--- config.mk ---
export PLATFORM = sky130hd
export DESIGN_NAME = dense_layer_mac
export DESIGN_NICKNAME = d
export VERILOG_FILES = /design/src/rtl/nn_pkg.sv /design/src/rtl/mac_unit.sv /design/src/rtl/dense_layer_mac.sv
export SDC_FILE = /design/constraint.sdc
export NUM_CORES = 1
export LEC_CHECK = 0
export CORE_MARGIN = 2
export CORE_UTILIZATION = 25
export DETAILED_ROUTE_END_ITERATION = 10
export SLEW_MARGIN = 20
export SYNTH_ARGS = -nofsm -noshare
export SYNTH_HDL_FRONTEND = slang
export SYNTH_HIERARCHICAL = 1
export SYNTH_SLANG_ARGS = --single-unit
--- constraint.sdc ---
create_clock -name clk -period 10.7 [get_ports clk]
set_input_delay 2.675 -clock clk [delete_from_list [all_inputs] [get_ports clk]]
set_output_delay 2.675 -clock clk [all_outputs]
set_load 0.01 [all_outputs]
--- src/rtl/nn_pkg.sv ---
// Shared neural-network layer definitions: FSM state encoding, default
// fixed-point format and the requantisation helper used by every dense layer.
// Optional feature macro: DENSE_LAYER_RELU_EN (ReLU before saturation).
package nn_pkg;

  // Default fixed-point format Q(W-FRAC).FRAC
  localparam int W_DEF    = 8;
  localparam int FRAC_DEF = 4;

  // Layer compute sequencer states
  typedef enum logic [2:0] {
    IDLE  = 3'd0,
    LOAD  = 3'd1,
    MAC   = 3'd2,
    WRITE = 3'd3,
    DONE  = 3'd4
  } state_e;

  // Floor-shift the accumulator back to the output format, optionally apply
  // ReLU, then saturate to the signed w-bit range. Works on a 64-bit signed
  // container so any accumulator up to 64 bits can share this one function;
  // the caller truncates the result to w bits, which is lossless after the clamp.
  function automatic logic signed [63:0] requant(input logic signed [63:0] acc,
                                                 input int frac,
                                                 input int w);
    logic signed [63:0] shifted;
    logic signed [63:0] maxVal;
    logic signed [63:0] minVal;
    shifted = acc >>> frac;
`ifdef DENSE_LAYER_RELU_EN
    if (shifted < 64'sd0) shifted = 64'sd0;
`endif
    maxVal = (64'sd1 <<< (w - 1)) - 64'sd1;
    minVal = -(64'sd1 <<< (w - 1));
    if (shifted > maxVal)      return maxVal;
    else if (shifted < minVal) return minVal;
    else                       return shifted;
  endfunction

endpackage

--- src/rtl/mac_unit.sv ---
// Single signed multiply-accumulate: the accumulator is either loaded with a
// preset (bias) value or has the sign-extended W x W product added to it.
module mac_unit #(
  parameter int W     = 8,
  parameter int ACC_W = 24
) (
  input  logic                    clk,
  input  logic                    rst_n,
  input  logic                    load_i,
  input  logic signed [ACC_W-1:0] loadVal_i,
  input  logic                    en_i,
  input  logic signed [W-1:0]     a_i,
  input  logic signed [W-1:0]     b_i,
  output logic signed [ACC_W-1:0] acc_o
);

  logic signed [2*W-1:0]   product;
  logic signed [ACC_W-1:0] acc_q;
  logic signed [ACC_W-1:0] acc_d;

  assign product = a_i * b_i;

  // Load takes priority; otherwise accumulate the product when enabled
  always_comb begin
    acc_d = acc_q;
    if (load_i)    acc_d = loadVal_i;
    else if (en_i) acc_d = acc_q + ACC_W'(product);
  end

  // Accumulator register, cleared by reset so an aborted run leaves no residue
  always_ff @(posedge clk or negedge rst_n) begin
    if (!rst_n) acc_q <= '0;
    else        acc_q <= acc_d;
  end

  assign acc_o = acc_q;

endmodule

--- src/rtl/dense_layer_mac.sv ---
// Fully-connected layer compute stage: one time-multiplexed signed MAC walks
// every neuron o and input i, computing requant(sum(w[o][i]*a[i]) + b[o]).
// Inputs are read live and must be held stable by the loaders until done.
// Optional feature macro: DENSE_LAYER_RELU_EN (ReLU in requant).
module dense_layer_mac
  import nn_pkg::*;
#(
  parameter int IN_SIZE  = 1,
  parameter int OUT_SIZE = 8,
  parameter int W        = W_DEF,
  parameter int FRAC     = FRAC_DEF,
  parameter int ACC_W    = 24
) (
  input  logic                         clk,
  input  logic                         rst_n,
  input  logic                         start,
  input  logic [IN_SIZE*W-1:0]         act_in,
  input  logic [IN_SIZE*OUT_SIZE*W-1:0] weights_in,
  input  logic [OUT_SIZE*W-1:0]        bias_in,
  output logic [OUT_SIZE*W-1:0]        data_out,
  output logic                         busy,
  output logic                         done
);

  localparam int I_CW = (IN_SIZE  > 1) ? $clog2(IN_SIZE)  : 1;
  localparam int O_CW = (OUT_SIZE > 1) ? $clog2(OUT_SIZE) : 1;

  // The accumulator must hold the worst-case sum without wrapping
  generate
    if ((ACC_W < 2*W + $clog2(IN_SIZE) + 1) || (ACC_W > 64)) begin : gAccWidthCheck
      $error("dense_layer_mac: ACC_W too small for W/IN_SIZE (or above 64)");
    end
  endgenerate

  state_e                  state_q, state_d;
  logic [O_CW-1:0]         neuronCnt_q, neuronCnt_d;
  logic [I_CW-1:0]         inputCnt_q, inputCnt_d;
  logic [OUT_SIZE*W-1:0]   dataOut_q;
  logic                    accLoad, accEn, writeEn;
  logic                    isLastInput, isLastNeuron;
  logic signed [W-1:0]     actSel, wSel, biasSel;
  logic signed [ACC_W-1:0] biasAcc, acc;
  logic [W-1:0]            result;

  // Operand selection from the live input buses by the current counters
  always_comb begin
    actSel  = act_in[int'(inputCnt_q)*W +: W];
    wSel    = weights_in[(int'(neuronCnt_q)*IN_SIZE + int'(inputCnt_q))*W +: W];
    biasSel = bias_in[int'(neuronCnt_q)*W +: W];
  end

  assign biasAcc      = ACC_W'(biasSel) <<< FRAC;
  assign isLastInput  = (int'(inputCnt_q)  == IN_SIZE - 1);
  assign isLastNeuron = (int'(neuronCnt_q) == OUT_SIZE - 1);
  assign result       = W'(requant(64'(acc), FRAC, W));

  mac_unit #(
    .W     (W),
    .ACC_W (ACC_W)
  ) uMac (
    .clk       (clk),
    .rst_n     (rst_n),
    .load_i    (accLoad),
    .loadVal_i (biasAcc),
    .en_i      (accEn),
    .a_i       (actSel),
    .b_i       (wSel),
    .acc_o     (acc)
  );

  // Sequencer next-state, counter updates and datapath strobes
  always_comb begin
    state_d     = state_q;
    neuronCnt_d = neuronCnt_q;
    inputCnt_d  = inputCnt_q;
    accLoad     = 1'b0;
    accEn       = 1'b0;
    writeEn     = 1'b0;
    case (state_q)
      IDLE: begin
        if (start) begin
          state_d     = LOAD;
          neuronCnt_d = '0;
        end
      end
      LOAD: begin
        accLoad    = 1'b1;
        inputCnt_d = '0;
        state_d    = MAC;
      end
      MAC: begin
        accEn = 1'b1;
        if (isLastInput) begin
          state_d = WRITE;
        end else begin
          inputCnt_d = inputCnt_q + I_CW'(1);
        end
      end
      WRITE: begin
        writeEn = 1'b1;
        if (isLastNeuron) begin
          state_d = DONE;
        end else begin
          neuronCnt_d = neuronCnt_q + O_CW'(1);
          state_d     = LOAD;
        end
      end
      DONE: begin
        if (start) begin
          state_d     = LOAD;
          neuronCnt_d = '0;
        end
      end
      default: state_d = IDLE;
    endcase
  end

  // State and counter registers
  always_ff @(posedge clk or negedge rst_n) begin
    if (!rst_n) begin
      state_q     <= IDLE;
      neuronCnt_q <= '0;
      inputCnt_q  <= '0;
    end else begin
      state_q     <= state_d;
      neuronCnt_q <= neuronCnt_d;
      inputCnt_q  <= inputCnt_d;
    end
  end

  // Result register file, one neuron slot written per WRITE cycle
  always_ff @(posedge clk or negedge rst_n) begin
    if (!rst_n) begin
      dataOut_q <= '0;
    end else if (writeEn) begin
      dataOut_q[int'(neuronCnt_q)*W +: W] <= result;
    end
  end

  assign data_out = dataOut_q;
  assign busy     = (state_q == LOAD) || (state_q == MAC) || (state_q == WRITE);
  assign done     = (state_q == DONE);

endmodule

==> impl_metrics.json, run 1 <==
{
  "cts.sinks": 94,
  "synth_area_leaders": "dfrtp_1 (25%), fa_1 (22%), ha_1 (7.7%)",
  "relative_slew_slack_pct": 25.6,
  "asyncSetResetFlopFracSynth_pct": 100,
  "finalSetupViolations": 0,
  "synth_flop_cell": "dfrtp_1",
  "wl_per_cell_um": 17.6,
  "cts_post_setup_buffers_inserted": 0,
  "initial_core_util_pct": 25.2,
  "grt_pass1_wl_um": 44700,
  "max_cap_viol_count": 0,
  "slew_violations": 0,
  "cells_after_synthesis": 915,
  "drtAntennaViolNets": 0,
  "floorplan.die.width_um": 198,
  "drt_drc_violations_left": 0,
  "cpMostUsedCell": "fa_1",
  "clk_pin_slew_worst_paths_ns": 0.07,
  "hold_path.class": "flop to flop",
  "max_freq_ghz": 0.112,
  "yosysWarningCount": 6,
  "timing.critical_path.buf_inv": 3,
  "cts_root_buffer": "clkbuf_16",
  "hold-worst-slack_ns": 0.489,
  "layout_worst_path_cycle_share_pct": 83.8,
  "synth_enable_flop_cells": 0,
  "detail_route.iter0.violations": 436,
  "ys_ff_latch": 94,
  "cts_tree": "built",
  "timing.clock.skew_ns": 0.00793,
  "cts_max_level": 3,
  "synth_top_cell_by_area": "dfrtp_1",
  "finalNetCount": 1392,
  "timing.critical_path.from_type": "input port",
  "worst_skew_pair.late_latency_ns": 0.35,
  "syn_area_per_cell_um2": 10.3,
  "crit_path_cell_trace": "clkdlybuf4s50_1 > mux4_2 > nand2_1 > nand2_1 > and2_1 > inv_1 > fa_1 > inv_1 > fa_1 > fa_1 > fa_1 > fa_1 > ha_1 > a21o_1 > a21oi_1 > a21oi_1 > nor2b_1 > o31ai_1 > a21oi_1 > mux2i_1 > a221o_1",
  "rsz0062_at_grt": "false",
  "areaGrowthSynthToFinish_pct": 29.4,
  "clock_buffers_created_by_tritoncts": 9,
  "worstSetupEndpointType": "flop",
  "num_rows": 71,
  "groute.usage.overall_pct": 14.6,
  "syn_area_um2": 9440,
  "setup-tns-final_ns": 0,
  "cp.required_ns": 10.93,
  "netlist.area_leader.share_pct": 24.9,
  "setup_cp_type": "input port to flop",
  "yosysSeqAreaShare_pct": 24.9,
  "timing.final.crit_period_ns": 8.96,
  "clockBufferDepth": 2,
  "mostFrequentLayoutCell": "clkdlybuf4s50_1",
  "dr_total_vias": 7604,
  "grt_max_degree": 82,
  "post_cts.resized_instances": 0,
  "grt_pass1_vias": 7847,
  "worst_ep_arrival_time_ns": 9.19,
  "first_drt_pass_iteration_count": 5,
  "critical_path_peak_fanout": 17,
  "worst_path_dominant_cell_family": "adder cells",
  "fill_cells": 3794,
  "netlist-cell-type-count": 69,
  "drt-total-wl_um": 28300,
  "most-common-layout-cells": "clkdlybuf4s50_1 (203), nand2_1 (105), inv_1 (104), fa_1 (104), dfrtp_1 (92)",
  "final_hold_viol_count": 0,
  "antenna_found_initial": 1,
  "grt-ovfl-total": 0,
  "routed_via_density": 4.73,
  "io_buffers": 204,
  "max_stage_delay_ns": 0.84,
  "post-dp-hpwl_um": 22700,
  "critPathSlowestCell": "and2_1",
  "max_slew.worst_pin.slew_ns": 1.11,
  "ioPinCount": 205,
  "postCtsHoldBufs": 0,
  "chipHeight_um": 198,
  "result_of_the_run": "complete, no violations",
  "place_congestion": 0.804,
  "final_layout_size_suffix_gt1_share_pct": 7.76,
  "core_um2": 37400,
  "die-area_um2": 39300
}
area by class of cell:
cell class                      count  area (um^2)  area share [%]
Multi-Input combinational cell    668         6440            52.7
Sequential cell                    94         2350            19.3
Timing Repair Buffer              212         2100            17.2
Tap cell                          511          639            5.23
Inverter                          106          398            3.26
Clock buffer                        9          225            1.84
Clock inverter                      7         62.6           0.512
Antenna cell                        1         2.50          0.0205
final timing paths:
| kind | startpoint | end | slack, ns | cells after the start |
|---|---|---|---|---|
| max | weights_in[24] | uMac/acc_o[19]$_DFFE_PN0P_ | 1.74 | 21 |
| min | data_out[55]$_DFFE_PN0P_ | data_out[55]$_DFFE_PN0P_ | 0.49 | 1 |
| max reg2reg | neuronCnt_q[1]$_DFFE_PN0P_ | uMac/acc_o[19]$_DFFE_PN0P_ | 3.48 | 21 |
| min reg2reg | data_out[55]$_DFFE_PN0P_ | data_out[55]$_DFFE_PN0P_ | 0.49 | 1 |
| max in group asynchronous | rst_n | neuronCnt_q[1]$_DFFE_PN0P_ | 7.47 | 2 |
| min in group asynchronous | rst_n | data_out[47]$_DFFE_PN0P_ | 2.16 | 1 |
routing by layer:
layer | wire [um] | global-route usage [%]
met5 | 0 | 0
met1 | 12300 | 20.0
met4 | 669 | 4.12
met3 | 1450 | 1.96
met2 | 13900 | 24.2
cells in the mapped netlist, types with 7 or more instances:
cell type and instances:
dfrtp_1 94, buf_2 24, o21ai_0 29, nor2_1 20, mux4_2 32, xnor2_1 15
a31oi_1 87, and2_1 40, ha_1 58, a41oi_2 7, nor2b_1 15, a21oi_1 53
xor2_1 7, nand2_1 105, clkbuf_1 11, mux2i_1 12, fa_1 104, inv_1 104
flip-flops by register name, summed over array words and instances, names as in the netlist:
signal / count
data_out: 64
neuronCnt_q: 3
state_q: 3
uMac/acc_o: 24
logic make-up (layout without fill, tap and decap cells):
kind of cell	count (synthesis)	in the layout	synth area share, %
simple gates	218	218	11.8
compound gates	210	210	14.4
fa+ha+maj	162	162	29.7
buf+inv	156	334	7.23
flops	94	94	24.9
mux	52	52	9.94
xor+xnor	22	22	2.04
other cells	1	5	0.0397
per-stage QoR:
| step | cells | utilization [%] | setup WS, ns | area (um^2) |
|---|---|---|---|---|
| floorplan | 918 | - | 2.54 | 9450 |
| detailed placement | 1591 | 31.9 | 1.34 | 11900 |
| CTS | 1607 | 32.6 | 1.70 | 12200 |
| global route | 1608 | 32.7 | 1.41 | 12200 |
| finish | 1608 | 32.7 | 1.74 | 12200 |
| global placement | 1591 | 31.9 | 1.45 | 11900 |
Power of run 1 is not shown: default switching activity piles up to over one toggle a cycle in this logic, so the estimate is an artifact.
==> inputs of run 2 (changes only) <==
- clock period: 10.7 -> 8.2 ns (I/O delays scaled with it)
==> run 2 against run 1 <==
Against the previous run:
- setup slack worse by 1.3 ns
- die area unchanged
- first-iteration DRC count down 3.4%
- utilization grew 0.65 points
- final cell count is 1.7% higher
- worst hold slack improved by 0.0022 ns
- routed wire length rose by 1.1%
- clock skew about the same
- register-to-register slack lost 2.1 ns
- highest routed layer unchanged
==> impl_metrics.json, run 2 (synthesized netlist as in run 1, its figures left out) <==
{
  "result_of_the_run": "complete, no violations",
  "areaGrowthSynthToFinish_pct": 32.0,
  "final_hold_viol_count": 0,
  "dr_total_vias": 7769,
  "cts_tree": "built",
  "timing.critical_path.from_type": "input port",
  "hold_path.class": "flop to flop",
  "clockBufferDepth": 2,
  "detail_route.iter0.violations": 421,
  "mostFrequentLayoutCell": "clkdlybuf4s50_1",
  "cp.required_ns": 8.47,
  "final_layout_size_suffix_gt1_share_pct": 10.1,
  "num_rows": 71,
  "grt_pass1_vias": 8041,
  "cts_post_setup_buffers_inserted": 0,
  "finalSetupViolations": 0,
  "place_congestion": 0.807,
  "cts_root_buffer": "clkbuf_16",
  "most-common-layout-cells": "clkdlybuf4s50_1 (203), nand2_1 (105), inv_1 (104), fa_1 (104), dfrtp_1 (92)",
  "cts_max_level": 3,
  "critPathSlowestCell": "fa_1",
  "timing.clock.skew_ns": 0.00805,
  "setup-tns-final_ns": 0,
  "die-area_um2": 39300,
  "setup_cp_type": "input port to flop",
  "max_stage_delay_ns": 0.57,
  "multi_input_comb_area_um2": 6440,
  "ioPinCount": 205,
  "wl_per_cell_um": 17.5,
  "clock_buffers_created_by_tritoncts": 9,
  "io_buffers": 204,
  "core_um2": 37400,
  "finish.utilization_pct": 33.3,
  "grt_pass1_wl_um": 45300,
  "groute.usage.overall_pct": 14.8,
  "drtAntennaViolNets": 0,
  "worstSetupEndpointType": "flop",
  "first_drt_pass_iteration_count": 5,
  "antenna_found_initial": 1,
  "fin_ws_ns": 0.424,
  "worst_ep_arrival_time_ns": 8.05,
  "floorplan.die.width_um": 198,
  "drt_drc_violations_left": 0,
  "slew_violations": 0,
  "crit_path_cell_trace": "clkdlybuf4s50_1 > mux4_2 > nand2_1 > nand2_1 > nand2_1 > inv_1 > fa_1 > inv_1 > fa_1 > inv_1 > fa_1 > fa_1 > ha_1 > ha_1 > a21oi_2 > a21boi_0 > a311oi_1 > o31a_2 > o21ai_2 > or4b_1 > a31oi_1",
  "largest_reg_flops": 64,
  "layout_worst_path_cycle_share_pct": 94.8,
  "max_slew.worst_pin.slew_ns": 1.00,
  "post-dp-hpwl_um": 23100,
  "worst_skew_pair.late_latency_ns": 0.35,
  "relative_slew_slack_pct": 33.3,
  "initial_core_util_pct": 25.2,
  "cpMostUsedCell": "fa_1",
  "placed_area_um2": 12100,
  "finalNetCount": 1420,
  "clk_pin_slew_worst_paths_ns": 0.08,
  "max_cap_viol_count": 0,
  "chipHeight_um": 198,
  "critical_path_peak_fanout": 8,
  "postLayoutCellArea_um2": 12500,
  "rsz0062_at_grt": "false",
  "area.sequential_um2": 2350,
  "timing.final.crit_period_ns": 7.78,
  "grt-ovfl-total": 0,
  "drt-total-wl_um": 28600,
  "fill_cells": 3794,
  "grt_max_degree": 66,
  "cts.sinks": 94,
  "dpl_worst_slack_ns": 0.0304,
  "max_freq_ghz": 0.129,
  "routed_via_density": 4.75
}
-- run 2: cell count changes in the layout (fill, tap and decap cells not counted), sizes merged --
cell	before	now
inv	108	107
buf	9	37
bufinv	0	1
-- run 2: per-layer routing --
layer	wire length, um	vias to the layer above	track usage (%)
li1	-	3578	-
met1	12300	3919	20.0
met2	14200	235	24.6
met3	1550	37	2.37
met4	615	0	3.40
met5	0	-	0
-- run 2: worst paths after layout --
kind | from | endpoint | slack (ns) | cells past startpoint
setup / recovery | weights_in[59] | uMac/acc_o[22]$_DFFE_PN0P_ | 0.42 | 21
setup reg to reg | neuronCnt_q[0]$_DFFE_PN0P_ | uMac/acc_o[22]$_DFFE_PN0P_ | 1.34 | 20
hold reg to reg | data_out[47]$_DFFE_PN0P_ | data_out[47]$_DFFE_PN0P_ | 0.49 | 1
min in group asynchronous | rst_n | data_out[15]$_DFFE_PN0P_ | 1.62 | 1
max in group asynchronous | rst_n | neuronCnt_q[1]$_DFFE_PN0P_ | 5.38 | 2
hold / removal | data_out[47]$_DFFE_PN0P_ | data_out[47]$_DFFE_PN0P_ | 0.49 | 1
-- run 2: layout make-up --
type                    count  share of cell area [%]
multi-input cells         668                    51.7
flip-flops and latches     94                    18.9
repair buffers            240                    18.5
well taps                 511                    5.13
inverters                 106                    3.19
clock buffers               9                    1.81
clock inverters             7                   0.723
diodes                      1                  0.0201
-- run 2: worst max-delay path, delay by kind of cell --
family                     cells  cell delay, ns
adders and majority gates      6            2.81
buffers and inverters          4            0.74
and+or+nand+nor                4            0.97
muxes                          1            0.47
AOI/OAI and AO/OA              6            1.01
-- run 2: stage by stage --
step / cells / hold slack, ns
after global placement: 1619 / 0.471
final: 1636 / 0.492
after CTS: 1635 / 0.497
after detailed placement: 1619 / 0.479
after floorplan: 918 / 0.529
after global routing: 1636 / 0.521
-- run 2: repair_timing --
action / in CTS / in global routing
resized for setup: 0 / 1
endpoints found under the setup margin: 0 / 1
hold buffers: 0 / 0
Power of run 2 is left out for the same reason.
==> inputs of run 3 (changes only) <==
- CORE_MARGIN: 2 -> 8
==> run 3 against run 2 <==
Against the previous run:
- global-route usage decreased by 1.2 points
- highest routed layer is now met5
- count of clock-buffer cells in the layout unchanged
- first-iteration DRC count increased by 12%
- via count increased by 0.27%
- critical path type unchanged
- register-to-register slack improved by 0.26 ns
- critical path depth increased by 2
- non-clock buffer count increased by 5
- die area increased by 12%
==> impl_metrics.json, run 3 (synthesized netlist as in run 1, its figures left out) <==
{
  "wl_per_cell_um": 18.3,
  "holdPathStages": 1,
  "finalSetupViolations": 0,
  "critical_path_peak_fanout": 8,
  "drt_drc_violations_left": 0,
  "most-common-layout-cells": "clkdlybuf4s50_1 (203), nand2_1 (105), inv_1 (104), fa_1 (104), dfrtp_1 (92)",
  "cts_root_buffer": "clkbuf_16",
  "num_rows": 71,
  "clock_buffers_created_by_tritoncts": 9,
  "antenna_found_initial": 1,
  "worst_ep_arrival_time_ns": 7.97,
  "io_buffers": 204,
  "grt_max_degree": 70,
  "place_congestion": 0.805,
  "ioPinCount": 205,
  "worstSetupEndpointType": "flop",
  "mostFrequentLayoutCell": "clkdlybuf4s50_1",
  "setup_cp_type": "input port to flop",
  "cp.required_ns": 8.42,
  "hold_path.class": "flop to flop",
  "result_of_the_run": "complete, no violations",
  "timing.rr.end": "uMac/acc_o[23]$_DFFE_PN0P_",
  "groute.usage.overall_pct": 13.5,
  "drtAntennaViolNets": 0,
  "chipHeight_um": 210,
  "clockBufferDepth": 2,
  "antennaDiodeCount": 0,
  "max_slew.worst_pin.slew_ns": 0.922,
  "layout_worst_path_cycle_share_pct": 94.5,
  "cts_post_setup_buffers_inserted": 0,
  "dr_total_vias": 7790,
  "cp-endpoint": "uMac/acc_o[23]$_DFFE_PN0P_",
  "die-area_um2": 44200,
  "drt-total-wl_um": 30000,
  "fin_cells": 1640,
  "place_inst": 1624,
  "areaGrowthSynthToFinish_pct": 32.2,
  "detail_route.iter0.violations": 472,
  "grt-ovfl-total": 0,
  "regToRegSetupSlack_ns": 1.60,
  "post-dp-hpwl_um": 24400,
  "cts.sinks": 94,
  "slew_violations": 0,
  "timing.rr.start": "neuronCnt_q[0]$_DFFE_PN0P_",
  "final_hold_viol_count": 0,
  "fill_cells": 3781,
  "worst_skew_pair.late_latency_ns": 0.35,
  "relative_slew_slack_pct": 38.6,
  "worst_r2r_path_depth": 22,
  "rsz0062_at_grt": "false",
  "postCtsHoldBufs": 0,
  "grt_pass1_wl_um": 47700,
  "cts_max_level": 3,
  "clk_pin_slew_worst_paths_ns": 0.08,
  "max_freq_ghz": 0.129,
  "timing.critical_path.from_type": "input port",
  "timing.final.crit_period_ns": 7.75,
  "timing.clock.skew_ns": 0.0105,
  "grt_pass1_vias": 8198,
  "post_cts.resized_instances": 0,
  "first_drt_pass_iteration_count": 5,
  "startpoint_of_the_worst_setup_timing_path": "weights_in[18]",
  "cts_tree": "built",
  "routed_via_density": 4.75,
  "floorplan.die.width_um": 210,
  "final_layout_size_suffix_gt1_share_pct": 10.5,
  "finalNetCount": 1425,
  "largest_reg_flops": 64,
  "max_cap_viol_count": 0,
  "core_um2": 37400,
  "initial_core_util_pct": 25.2
}
==> run 3: area by class of cell <==
| type | instances | area (um^2) | share of cell area, % |
|---|---|---|---|
| Multi-Input combinational cell | 668 | 6440 | 51.6 |
| Timing Repair Buffer | 245 | 2360 | 18.9 |
| Sequential cell | 94 | 2350 | 18.9 |
| Tap cell | 511 | 639 | 5.12 |
| Inverter | 106 | 398 | 3.19 |
| Clock buffer | 9 | 225 | 1.80 |
| Clock inverter | 7 | 62.6 | 0.501 |
==> run 3: worst min path at each step <==
stage,endpoint,start,slack (ns)
4_1_cts,data_out[55]$_DFFE_PN0P_,data_out[55]$_DFFE_PN0P_,0.49
3_3_place_gp,data_out[55]$_DFFE_PN0P_,data_out[55]$_DFFE_PN0P_,0.47
3_5_place_dp,data_out[55]$_DFFE_PN0P_,data_out[55]$_DFFE_PN0P_,0.47
5_1_grt,data_out[55]$_DFFE_PN0P_,data_out[55]$_DFFE_PN0P_,0.51
6_report,data_out[55]$_DFFE_PN0P_,data_out[55]$_DFFE_PN0P_,0.49
2_1_floorplan,data_out[55]$_DFFE_PN0P_,data_out[55]$_DFFE_PN0P_,0.53
==> run 3: critical path, cell delays in order <==
cell	delay, ns
clkdlybuf4s50_1	0.41
mux4_2	0.45
nand2_1	0.08
nand2_1	0.24
nand2_1	0.18
inv_1	0.06
fa_1	0.48
inv_1	0.22
fa_1	0.51
buf_4	0.18
fa_1	0.52
inv_1	0.05
fa_1	0.47
ha_1	0.30
ha_1	0.34
nand2_1	0.08
nor2_1	0.13
nand3_1	0.13
or3_1	0.38
o32ai_2	0.31
o22ai_1	0.14
xnor2_1	0.17
o21ai_0	0.08
==> run 3: per-stage QoR <==
step                setup TNS (ns)  cell area, um^2  hold slack [ns]  util, %  setup WS (ns)
floorplan                        0             9450            0.529        -          0.660
global placement                 0            12200            0.467     32.6         0.0651
detailed placement         -0.0323            12200            0.474     32.6        -0.0323
CTS                              0            12500            0.491     33.3          0.320
global route                     0            12500            0.511     33.4         0.0425
finish                           0            12500            0.491     33.4          0.449
==> run 3: layer usage <==
| layer | wire (um) | share of wire (%) | vias up | track usage [%] |
|---|---|---|---|---|
| met3 | 1620 | 5.4 | 48 | 2.44 |
| met1 | 12900 | 43 | 3922 | 17.7 |
| li1 | - | - | 3583 | - |
| met4 | 898 | 3.0 | 2 | 4.59 |
| met2 | 14600 | 49 | 235 | 22.3 |
| met5 | 12 | 0.040 | - | 0 |
Power of run 3 is left out for the same reason.
